## src/rtl/issue_unit_rr_pkg.sv

```systemverilog
// Shared widths and the packed issue-instruction bundle for the warp issue stage.
package issue_unit_rr_pkg;

    localparam int NUM_WARPS = 8;
    localparam int WID_W     = 3;
    localparam int REG_W     = 6;
    localparam int IMM_W     = 16;
    localparam int OPC_W     = 4;
    localparam int MASK_W    = 8;
    localparam int SBE_W     = 2;

    typedef struct packed {
        logic [REG_W-1:0]  src1;
        logic [REG_W-1:0]  src2;
        logic [REG_W-1:0]  dst;
        logic [IMM_W-1:0]  imme_addr;
        logic [OPC_W-1:0]  alu_opcode;
        logic [MASK_W-1:0] active_mask;
        logic [SBE_W-1:0]  sb_entnum;
        logic              reg_write;
        logic              mem_write;
        logic              mem_read;
        logic              share_globalbar;
        logic              imme_valid;
        logic              beq;
        logic              blt;
    } issue_instr_t;

endpackage

```

## src/rtl/issue_unit_rr_rr_arbiter8.sv

```systemverilog
// Combinational 8-way round-robin pick: rotate by ptr, take lowest set bit, rotate back.
module rr_arbiter8
    import issue_unit_rr_pkg::*;
(
    input  logic [NUM_WARPS-1:0] req,
    input  logic [WID_W-1:0]     ptr,
    output logic [NUM_WARPS-1:0] grant,
    output logic [WID_W-1:0]     idx
);

    logic [2*NUM_WARPS-1:0] req_dbl;
    logic [NUM_WARPS-1:0]   req_rot;
    logic [WID_W-1:0]       pick;
    logic                   found;

    // Rotate so ptr sits at bit 0, priority-pick lowest bit, then add ptr back.
    always_comb begin
        req_dbl = {req, req};
        req_rot = req_dbl[ptr +: NUM_WARPS];
        found   = 1'b0;
        pick    = '0;
        for (int i = NUM_WARPS - 1; i >= 0; i--) begin
            if (req_rot[i]) begin
                found = 1'b1;
                pick  = WID_W'(i);
            end
        end
        idx   = pick + ptr;
        grant = found ? (NUM_WARPS'(1) << idx) : '0;
    end

endmodule

```

## src/rtl/issue_unit_rr.sv

```systemverilog
// Warp issue stage: round-robin pick of a ready warp, single issue register toward
// the operand collector, and per-warp branch lock until the branch resolves.
module issue_unit_rr
    import issue_unit_rr_pkg::*;
(
    input  logic                  clk,
    input  logic                  rst,
    input  logic [NUM_WARPS-1:0]  IB_Ready_Issue_IU,
    output logic [NUM_WARPS-1:0]  IU_Grant,
    input  logic [REG_W-1:0]      Src1_In,
    input  logic [REG_W-1:0]      Src2_In,
    input  logic [REG_W-1:0]      Dst_In,
    input  logic [IMM_W-1:0]      Imme_Addr_In,
    input  logic [OPC_W-1:0]      ALU_Opcode_In,
    input  logic [MASK_W-1:0]     Active_Mask_In,
    input  logic [SBE_W-1:0]      SB_EntNum_In,
    input  logic                  RegWrite_In,
    input  logic                  MemWrite_In,
    input  logic                  MemRead_In,
    input  logic                  Share_Globalbar_In,
    input  logic                  Imme_Valid_In,
    input  logic                  BEQ_In,
    input  logic                  BLT_In,
    output logic                  Valid_IU_OC,
    input  logic                  Ready_OC_IU,
    output logic [REG_W-1:0]      Src1_IU_OC,
    output logic [REG_W-1:0]      Src2_IU_OC,
    output logic [REG_W-1:0]      Dst_IU_OC,
    output logic [IMM_W-1:0]      Imme_Addr_IU_OC,
    output logic [OPC_W-1:0]      ALU_Opcode_IU_OC,
    output logic [MASK_W-1:0]     Active_Mask_IU_OC,
    output logic [SBE_W-1:0]      SB_EntNum_IU_OC,
    output logic                  RegWrite_IU_OC,
    output logic                  MemWrite_IU_OC,
    output logic                  MemRead_IU_OC,
    output logic                  Share_Globalbar_IU_OC,
    output logic                  Imme_Valid_IU_OC,
    output logic                  BEQ_IU_OC,
    output logic                  BLT_IU_OC,
    output logic [WID_W-1:0]      WarpID_IU_OC,
    input  logic                  Branch_Resolved,
    input  logic [WID_W-1:0]      Branch_WarpID,
    output logic [NUM_WARPS-1:0]  Branch_Pending
);

    issue_instr_t          instr_q, instr_d, instr_in;
    logic                  valid_q, valid_d;
    logic [WID_W-1:0]      wid_q, wid_d;
    logic [WID_W-1:0]      rr_ptr_q, rr_ptr_d;
    logic [NUM_WARPS-1:0]  pend_q, pend_d;

    logic                  can_load;
    logic [NUM_WARPS-1:0]  arb_req, arb_grant;
    logic [WID_W-1:0]      arb_idx;
    logic                  granted;

    // Arbitration only runs when the issue register can take a new instruction.
    always_comb begin
        can_load = !valid_q || Ready_OC_IU;
        arb_req  = IB_Ready_Issue_IU & ~pend_q & {NUM_WARPS{can_load && !rst}};
    end

    rr_arbiter8 u_arb (
        .req   (arb_req),
        .ptr   (rr_ptr_q),
        .grant (arb_grant),
        .idx   (arb_idx)
    );

    // Pack incoming fields of the granted warp.
    always_comb begin
        instr_in = '{src1: Src1_In, src2: Src2_In, dst: Dst_In, imme_addr: Imme_Addr_In,
                     alu_opcode: ALU_Opcode_In, active_mask: Active_Mask_In,
                     sb_entnum: SB_EntNum_In, reg_write: RegWrite_In,
                     mem_write: MemWrite_In, mem_read: MemRead_In,
                     share_globalbar: Share_Globalbar_In, imme_valid: Imme_Valid_In,
                     beq: BEQ_In, blt: BLT_In};
    end

    // Next-state for issue register, pointer and branch locks; a branch set beats a same-warp resolve.
    always_comb begin
        granted  = |arb_grant;
        instr_d  = instr_q;
        valid_d  = valid_q;
        wid_d    = wid_q;
        rr_ptr_d = rr_ptr_q;
        pend_d   = pend_q;
        if (Branch_Resolved) begin
            pend_d[Branch_WarpID] = 1'b0;
        end
        if (granted) begin
            instr_d  = instr_in;
            valid_d  = 1'b1;
            wid_d    = arb_idx;
            rr_ptr_d = arb_idx + WID_W'(1);
            if (BEQ_In || BLT_In) begin
                pend_d[arb_idx] = 1'b1;
            end
        end else if (valid_q && Ready_OC_IU) begin
            valid_d = 1'b0;
        end
    end

    // State registers with synchronous reset.
    always_ff @(posedge clk) begin
        if (rst) begin
            instr_q  <= '0;
            valid_q  <= 1'b0;
            wid_q    <= '0;
            rr_ptr_q <= '0;
            pend_q   <= '0;
        end else begin
            instr_q  <= instr_d;
            valid_q  <= valid_d;
            wid_q    <= wid_d;
            rr_ptr_q <= rr_ptr_d;
            pend_q   <= pend_d;
        end
    end

    assign IU_Grant              = arb_grant;
    assign Valid_IU_OC           = valid_q;
    assign WarpID_IU_OC          = wid_q;
    assign Branch_Pending        = pend_q;
    assign Src1_IU_OC            = instr_q.src1;
    assign Src2_IU_OC            = instr_q.src2;
    assign Dst_IU_OC             = instr_q.dst;
    assign Imme_Addr_IU_OC       = instr_q.imme_addr;
    assign ALU_Opcode_IU_OC      = instr_q.alu_opcode;
    assign Active_Mask_IU_OC     = instr_q.active_mask;
    assign SB_EntNum_IU_OC       = instr_q.sb_entnum;
    assign RegWrite_IU_OC        = instr_q.reg_write;
    assign MemWrite_IU_OC        = instr_q.mem_write;
    assign MemRead_IU_OC         = instr_q.mem_read;
    assign Share_Globalbar_IU_OC = instr_q.share_globalbar;
    assign Imme_Valid_IU_OC      = instr_q.imme_valid;
    assign BEQ_IU_OC             = instr_q.beq;
    assign BLT_IU_OC             = instr_q.blt;

endmodule
```

## config.mk

```make
export PLATFORM = sky130hd
export DESIGN_NAME = issue_unit_rr
export DESIGN_NICKNAME = d
export VERILOG_FILES = /design/src/rtl/issue_unit_rr_pkg.sv /design/src/rtl/issue_unit_rr_rr_arbiter8.sv /design/src/rtl/issue_unit_rr.sv
export SDC_FILE = /design/constraint.sdc
export NUM_CORES = 1
export LEC_CHECK = 0
export CORE_MARGIN = 2
export CORE_UTILIZATION = 30
export CTS_CLUSTER_DIAMETER = 100
export DETAILED_ROUTE_END_ITERATION = 10
export GPL_ROUTABILITY_DRIVEN = 1
export SETUP_SLACK_MARGIN = 0.4
export SYNTH_ARGS = -nofsm -noshare
export SYNTH_HDL_FRONTEND = slang
export SYNTH_SLANG_ARGS = --single-unit
```

## constraint.sdc

```tcl
create_clock -name clk -period 6.1 [get_ports clk]
set_input_delay 1.22 -clock clk [delete_from_list [all_inputs] [get_ports clk]]
set_output_delay 1.22 -clock clk [all_outputs]
set_load 0.03 [all_outputs]
```

* After elaboration in Yosys (flattened, before gate mapping)
Cells that the tools add are included.
** Storage, ports and cells
- Input port bits :: 70
- Output and inout bits :: 75
- Logic and storage cells :: 68
- Bits in registers :: 70
** Operators by class
- Mux-type cells :: 26
- Magnitude comparators :: 4
- Shift operators :: 2
- Bitwise operators :: 6
- Add/subtract/negate cells :: 2
- Reduce and logical (&&, ||, !) cells :: 10
** Operator list (count)
- $mux W8 :: 4
- $and A8 B8 Y8 :: 3
- $mux W3 :: 8
- $not A8 Y8 :: 2
- $shiftx A16 B4 Y8 :: 1
- $mux W1 :: 12
- $lt A3 B4 Y1 const B :: 2
- $or A8 B8 Y8 :: 1
- $reduce_or A8 Y1 :: 1
- $shl A1 B3 Y8 const A :: 1
- $demux W1 S3 :: 2
- $ge A3 B1 Y1 const B :: 2
- $logic_and A1 B1 Y1 :: 4
- $add A3 B1 Y3 const B :: 1
- $add A3 B3 Y3 :: 1
- $logic_not A1 Y1 :: 2
- $logic_or A1 B1 Y1 :: 2
- $reduce_bool A2 Y1 :: 1

* Longest topological paths before layout
- Depth after elaboration :: 21
- Depth in mapped cells :: 25
- Depth with buffers taken out :: 21

* Modules after synthesis
From an unflattened synthesis, not the netlist that was laid out.
** Unflattened totals
- Cell total of the unflattened synthesis :: 448
- Area total of the unflattened synthesis :: 3584.7 um^2
** By module, submodules not included
- issue_unit_rr :: area an instance 2802.7 um^2, times used 1, cells an instance 332, seq. area each 1401.3 um^2
- rr_arbiter8 :: area an instance 782.0 um^2, times used 1, cells an instance 116, seq. area each 0.0 um^2

* Worst setup path before layout
Ideal clock, no wire load.
- Kind :: input to register
- Start point :: input rst
- End point :: register instr_q, in the netlist Imme_Addr_IU_OC[10]
- Slack :: 0.334 ns
- Stages :: 24
- Required time :: 6.030 ns
- Arrival time :: 5.696 ns
- Library setup time :: 0.070 ns
- Buffers on the path :: 4
- Cell sequence :: buf_4 > nand2b_1 > nor2_2 > a21oi_1 > nor2_1 > a31oi_1 > a311oi_1 > o211ai_1 > a31o_2 > ha_1 > inv_1 > fa_1 > xor2_1 > xor2_4 > inv_4 > ha_1 > nand2b_1 > clkbuf_1 > nand2b_1 > o31ai_2 > buf_2 > clkbuf_1 > o21ai_0 > a21oi_1
** Between the ends
- Word-level cells in the longest chain between the ends :: 16
- Elaborated cells on any way between the ends :: 24
** RTL lines
- from (decl) :: line issue_unit_rr.sv:7 : input logic rst,
- $logic_not A1 Y1 :: line issue_unit_rr.sv:60 : arb_req = IB_Ready_Issue_IU & ~pend_q & {NUM_WARPS{can_load && !rst}};
- $logic_and A1 B1 Y1 :: line issue_unit_rr.sv:60
- $and A8 B8 Y8 :: line issue_unit_rr.sv:60
- $shiftx A16 B4 Y8 :: line issue_unit_rr_rr_arbiter8.sv:19 : req_rot = req_dbl[ptr +: NUM_WARPS];
- $mux W3 (8 in series) :: line issue_unit_rr_rr_arbiter8.sv:23 : if (req_rot[i]) begin
- $add A3 B3 Y3 :: line issue_unit_rr_rr_arbiter8.sv:28 : idx = pick + ptr;
- $shl A1 B3 Y8 :: line issue_unit_rr_rr_arbiter8.sv:29 : grant = found ? (NUM_WARPS'(1) << idx) : '0;
- $mux W8 :: line issue_unit_rr_rr_arbiter8.sv:29
- $reduce_or A8 Y1 :: line issue_unit_rr.sv:82 : granted = |arb_grant;
- to (signal assigned) :: line issue_unit_rr.sv:113 : instr_q <= instr_d;
- to (decl) :: line issue_unit_rr.sv:46 : issue_instr_t instr_q, instr_d, instr_in;
Parallel ways exist; a longest one is shown, timed or not.
A chain may end at the register's enable or synchronous reset.

* Final worst setup path
- Start point :: input IB_Ready_Issue_IU[2]
- End point :: output IU_Grant[4]
** Between the ends
- Word-level cells in the longest chain between the ends :: 14
- Elaborated cells on any way between the ends :: 22
** RTL lines
- from (decl) :: line issue_unit_rr.sv:8 : input logic [NUM_WARPS-1:0] IB_Ready_Issue_IU,
- $and A8 B8 Y8 * (2 in series) :: line issue_unit_rr.sv:60
- $shiftx A16 B4 Y8 * :: line issue_unit_rr_rr_arbiter8.sv:19
- $mux W3 (8 in series) :: line issue_unit_rr_rr_arbiter8.sv:23
- $add A3 B3 Y3 :: line issue_unit_rr_rr_arbiter8.sv:28
- $shl A1 B3 Y8 :: line issue_unit_rr_rr_arbiter8.sv:29
- $mux W8 * :: line issue_unit_rr_rr_arbiter8.sv:29
- to (decl) :: line issue_unit_rr.sv:9 : output logic [NUM_WARPS-1:0] IU_Grant,
Mark *: on every way between the ends. The rest lies on a longest branch, timed or not.

==> key figures <==
Floorplan
  • Die height: 116 microns
  • Num rows: 41
  • Die ar.: 13500 sq um
  • Top-level I/O count: about 150
  • Initial Util: a little under a third
  • Core area: about 12000 sq um
  • Die width: 116 microns

Final layout
  • Commonest cells after routing, fill and taps aside: 130 x clkdlybuf4s50_1, 70 x dfxtp_1, 67 x a21oi_1
  • Share of layout cells above drive strength 1: 21.2%
  • NumNets Final: 702
  • Post-Layout Cell Count: slightly above 800
  • Fin area: 6280 sq um
  • Synth-to-layout area growth: 65.9%
  • Fillers: roughly 1200
  • Most common cell after layout, fill and taps aside: clkdlybuf4s50_1
  • Diode count: 0

Worst setup path
  • Crit-path max FO: 4
  • Startpoint Class: input pin
  • CP Cell Sequence: clkdlybuf4s50_1, nand2b_1, and2_1, nor2_1, a21oi_1, mux4_2, nor2b_2, o21ai_2, fa_2, buf_4, nand2b_1, nand2b_1, nor2_2, buf_6
  • WP data arrival: 4350 ps
  • Worst setup EP type: output pin
  • Worst Path Required: 4880 ps
  • WP buf/inv: 3
  • CP delay by family, top: simple AND/OR/NAND/NOR gates
  • Most frequent CP cell: nand2b_1
  • Slowest CP cell: fa_2
  • Slowest stage delay, CP: 560 ps
  • CP Class: input pin to output pin

Clock network
  • Clock Sinks: 70
  • Hold Buf Count CTS: 0
  • CTS tree: yes
  • CTS Buf Count: 9
  • Worst-skew pair later-pin latency: 340 ps
  • Clock buffer depth: 2
  • Root Buffer: clkbuf_16
  • CTS clk-pin slew, worst paths: 50 ps
  • H-tree levels: 3

Yosys
  • Adder-cell share of the synthesized area: 1.19%
  • Main combinational cell family by area after synthesis: compound AO/OA/AOI/OAI gates
  • Syn nets: between 500 and 600
  • Distinct cell type count after synthesis: 56
  • Post-synth EDFFs: 0
  • Mux contribution to synthesized area: 2.55%
  • XOR/XNOR share of the synthesized area: 1.39%
  • Post-synthesis compound-gate area fraction: between 30% and 40%
  • Simple-Gate Fraction of Synth Area: 12.5%
  • Mean Syn Cell Area: 8.23 sq um
  • Yosys reg bits: 70
  • Seq/Total Area, Yosys: about 37%
  • Synth Instances: 460
  • Share of synthesized registers carrying an async set or reset: 0%
  • Synth Cell Area: 3780 sq um
  • Most used DFF post-synth: dfxtp_1
  • Warnings, synthesis: 0

Timing
  • Max-slew headroom: 12.6%
  • RSZ-0062 raised after global routing: no
  • Final setup fails: 0
  • Final setup margin: ~530 ps
  • Final period utilization: 91.3%
  • Max-slew violation count: 0
  • Fmax: about 180 MHz
  • Final hold vios: 0
  • Worst Max-Slew Pin Slew: 1300 ps
  • Minimum clock period: 5570 ps
  • Setup Skew: about 8.8 ps

Placed design
  • Placer Congestion: roughly 0.99
  • Port Buffers: 144
  • Placed cell areas: 5660 sq um
  • Post-detail-place hpwl: around 9600 microns
  • Placed cells: 781
  • Post-place setup slack: -230 ps

Job
  • Max Cap Viol: 0

Global route
  • Largest net degree at the start of global routing: 61
  • Global-route wire length before repair: 21200 microns
  • Initial antenna violation count: 0
  • GRT Total Usage: a little under 20%
  • Number of global-route vias before repair: 4104
  • Overflow after GRT: 0

Detailed routing
  • Routed WL: 13900 microns
  • First-pass detailed-route iteration total: 7
  • First DRT Iteration DRCs: 306
  • Post-route ant nets: 0
  • Drt wl/cell: 17.2 microns
  • Vias per std cell: about 5.4
  • Vias: 4355
  • DRC viols: 0

Min path
  • Hold WC Path Type: flop to flop

Run status
  • Outcome: finished, final reports clean
==> cells by family after synthesis <==
| kind of cell | after synthesis |
|---|---|
| DFF | 70 |
| AOI/OAI and AO/OA | 235 |
| xor gates and xnor gates | 3 |
| and+or+nand+nor | 90 |
| adders and majority gates | 3 |
| buffers and inverters | 52 |
| muxes | 7 |
==> worst paths after layout <==
path / from / depth (start not counted) / endpoint / slack (ps)
max: IB_Ready_Issue_IU[2] / 14 / IU_Grant[4] / 530
max reg2reg: rr_ptr_q[1]$_SDFFE_PP0P_ / 20 / Dst_IU_OC[4]$_SDFFE_PP0P_ / 1290
min reg2reg: Src1_IU_OC[0]$_SDFFE_PP0P_ / 2 / Src1_IU_OC[0]$_SDFFE_PP0P_ / 470
min: Src1_IU_OC[0]$_SDFFE_PP0P_ / 2 / Src1_IU_OC[0]$_SDFFE_PP0P_ / 470
==> synth_stat cells (3+ instances only) <==
master / count / share of area (%)
nor2_1: 24 / 2.4
o211ai_1: 63 / 12
nor3_1: 10 / 1.3
inv_1: 5 / 0.50
a21oi_1: 69 / 9.1
o21ai_0: 57 / 7.5
mux2i_1: 4 / 1.1
nor2b_1: 6 / 0.99
nand2_1: 15 / 1.5
nand2b_1: 15 / 2.5
nand3_1: 5 / 0.66
clkbuf_1: 31 / 3.1
o311ai_0: 3 / 0.69
a31oi_1: 4 / 0.66
dfxtp_1: 70 / 37
buf_1: 3 / 0.30
o21ai_1: 5 / 0.66
buf_4: 3 / 0.60
a221oi_1: 3 / 0.69
a311oi_1: 3 / 0.69
o31ai_1: 6 / 1.2
o31ai_2: 4 / 1.3
a22oi_1: 6 / 1.2
buf_2: 8 / 1.1
==> stage by stage <==
step           hold slack (ps)  setup TNS, ps  utilization (%)
2_1_floorplan              566              0                -
3_3_place_gp               460           -217             45.4
3_5_place_dp               467           -230             45.4
4_1_cts                    475              0             48.9
5_1_grt                    492              0             50.3
6_report                   472              0             50.3
==> layer usage <==
metal | share of wire [%] | up-vias | track usage, % | wire, microns
li1 | - | 2079 | - | -
met1 | 44 | 2091 | 26.7 | 6120
met2 | 47 | 157 | 30.2 | 6510
met3 | 6.3 | 28 | 4.93 | 878
met4 | 2.6 | 0 | 8.89 | 362
met5 | 0 | - | 0 | 0
==> cell type report <==
class | instances | area, sq um | area share [%]
sequential | 70 | 1400 | 22.3
multi-input combinational | 338 | 2400 | 38.3
tap | 172 | 215 | 3.43
inverter | 7 | 28.8 | 0.459
clock inverter | 3 | 43.8 | 0.698
clock buffer | 12 | 256 | 4.09
timing repair buffer | 203 | 1930 | 30.7
==> registers in the layout, summed over array words and instances, names as in the netlist <==
register and cells:
MemRead_IU_OC 1, Src1_IU_OC 6, ALU_Opcode_IU_OC 4, Src2_IU_OC 6, Share_Globalbar_IU_OC 1, WarpID_IU_OC 3
Dst_IU_OC 6, SB_EntNum_IU_OC 2, Imme_Addr_IU_OC 16, Imme_Valid_IU_OC 1, BLT_IU_OC 1, MemWrite_IU_OC 1
rr_ptr_q 3, Active_Mask_IU_OC 8, RegWrite_IU_OC 1, BEQ_IU_OC 1, Branch_Pending 8, Valid_IU_OC 1
==> worst min-delay path, cell delays in order (launching register included) <==
cell and delay [ps]:
dfxtp_1 300, o21ai_0 60, a21oi_1 60
==> repair_timing <==
action | in CTS | in global routing
setup buffers | 5 | 4
endpoints found under the setup margin | 8 | 36
gates resized for setup | 28 | 40
pin swaps | 9 | 13
Power is not shown: default switching activity piles up to over one toggle a cycle in this logic, so the estimate is an artifact.
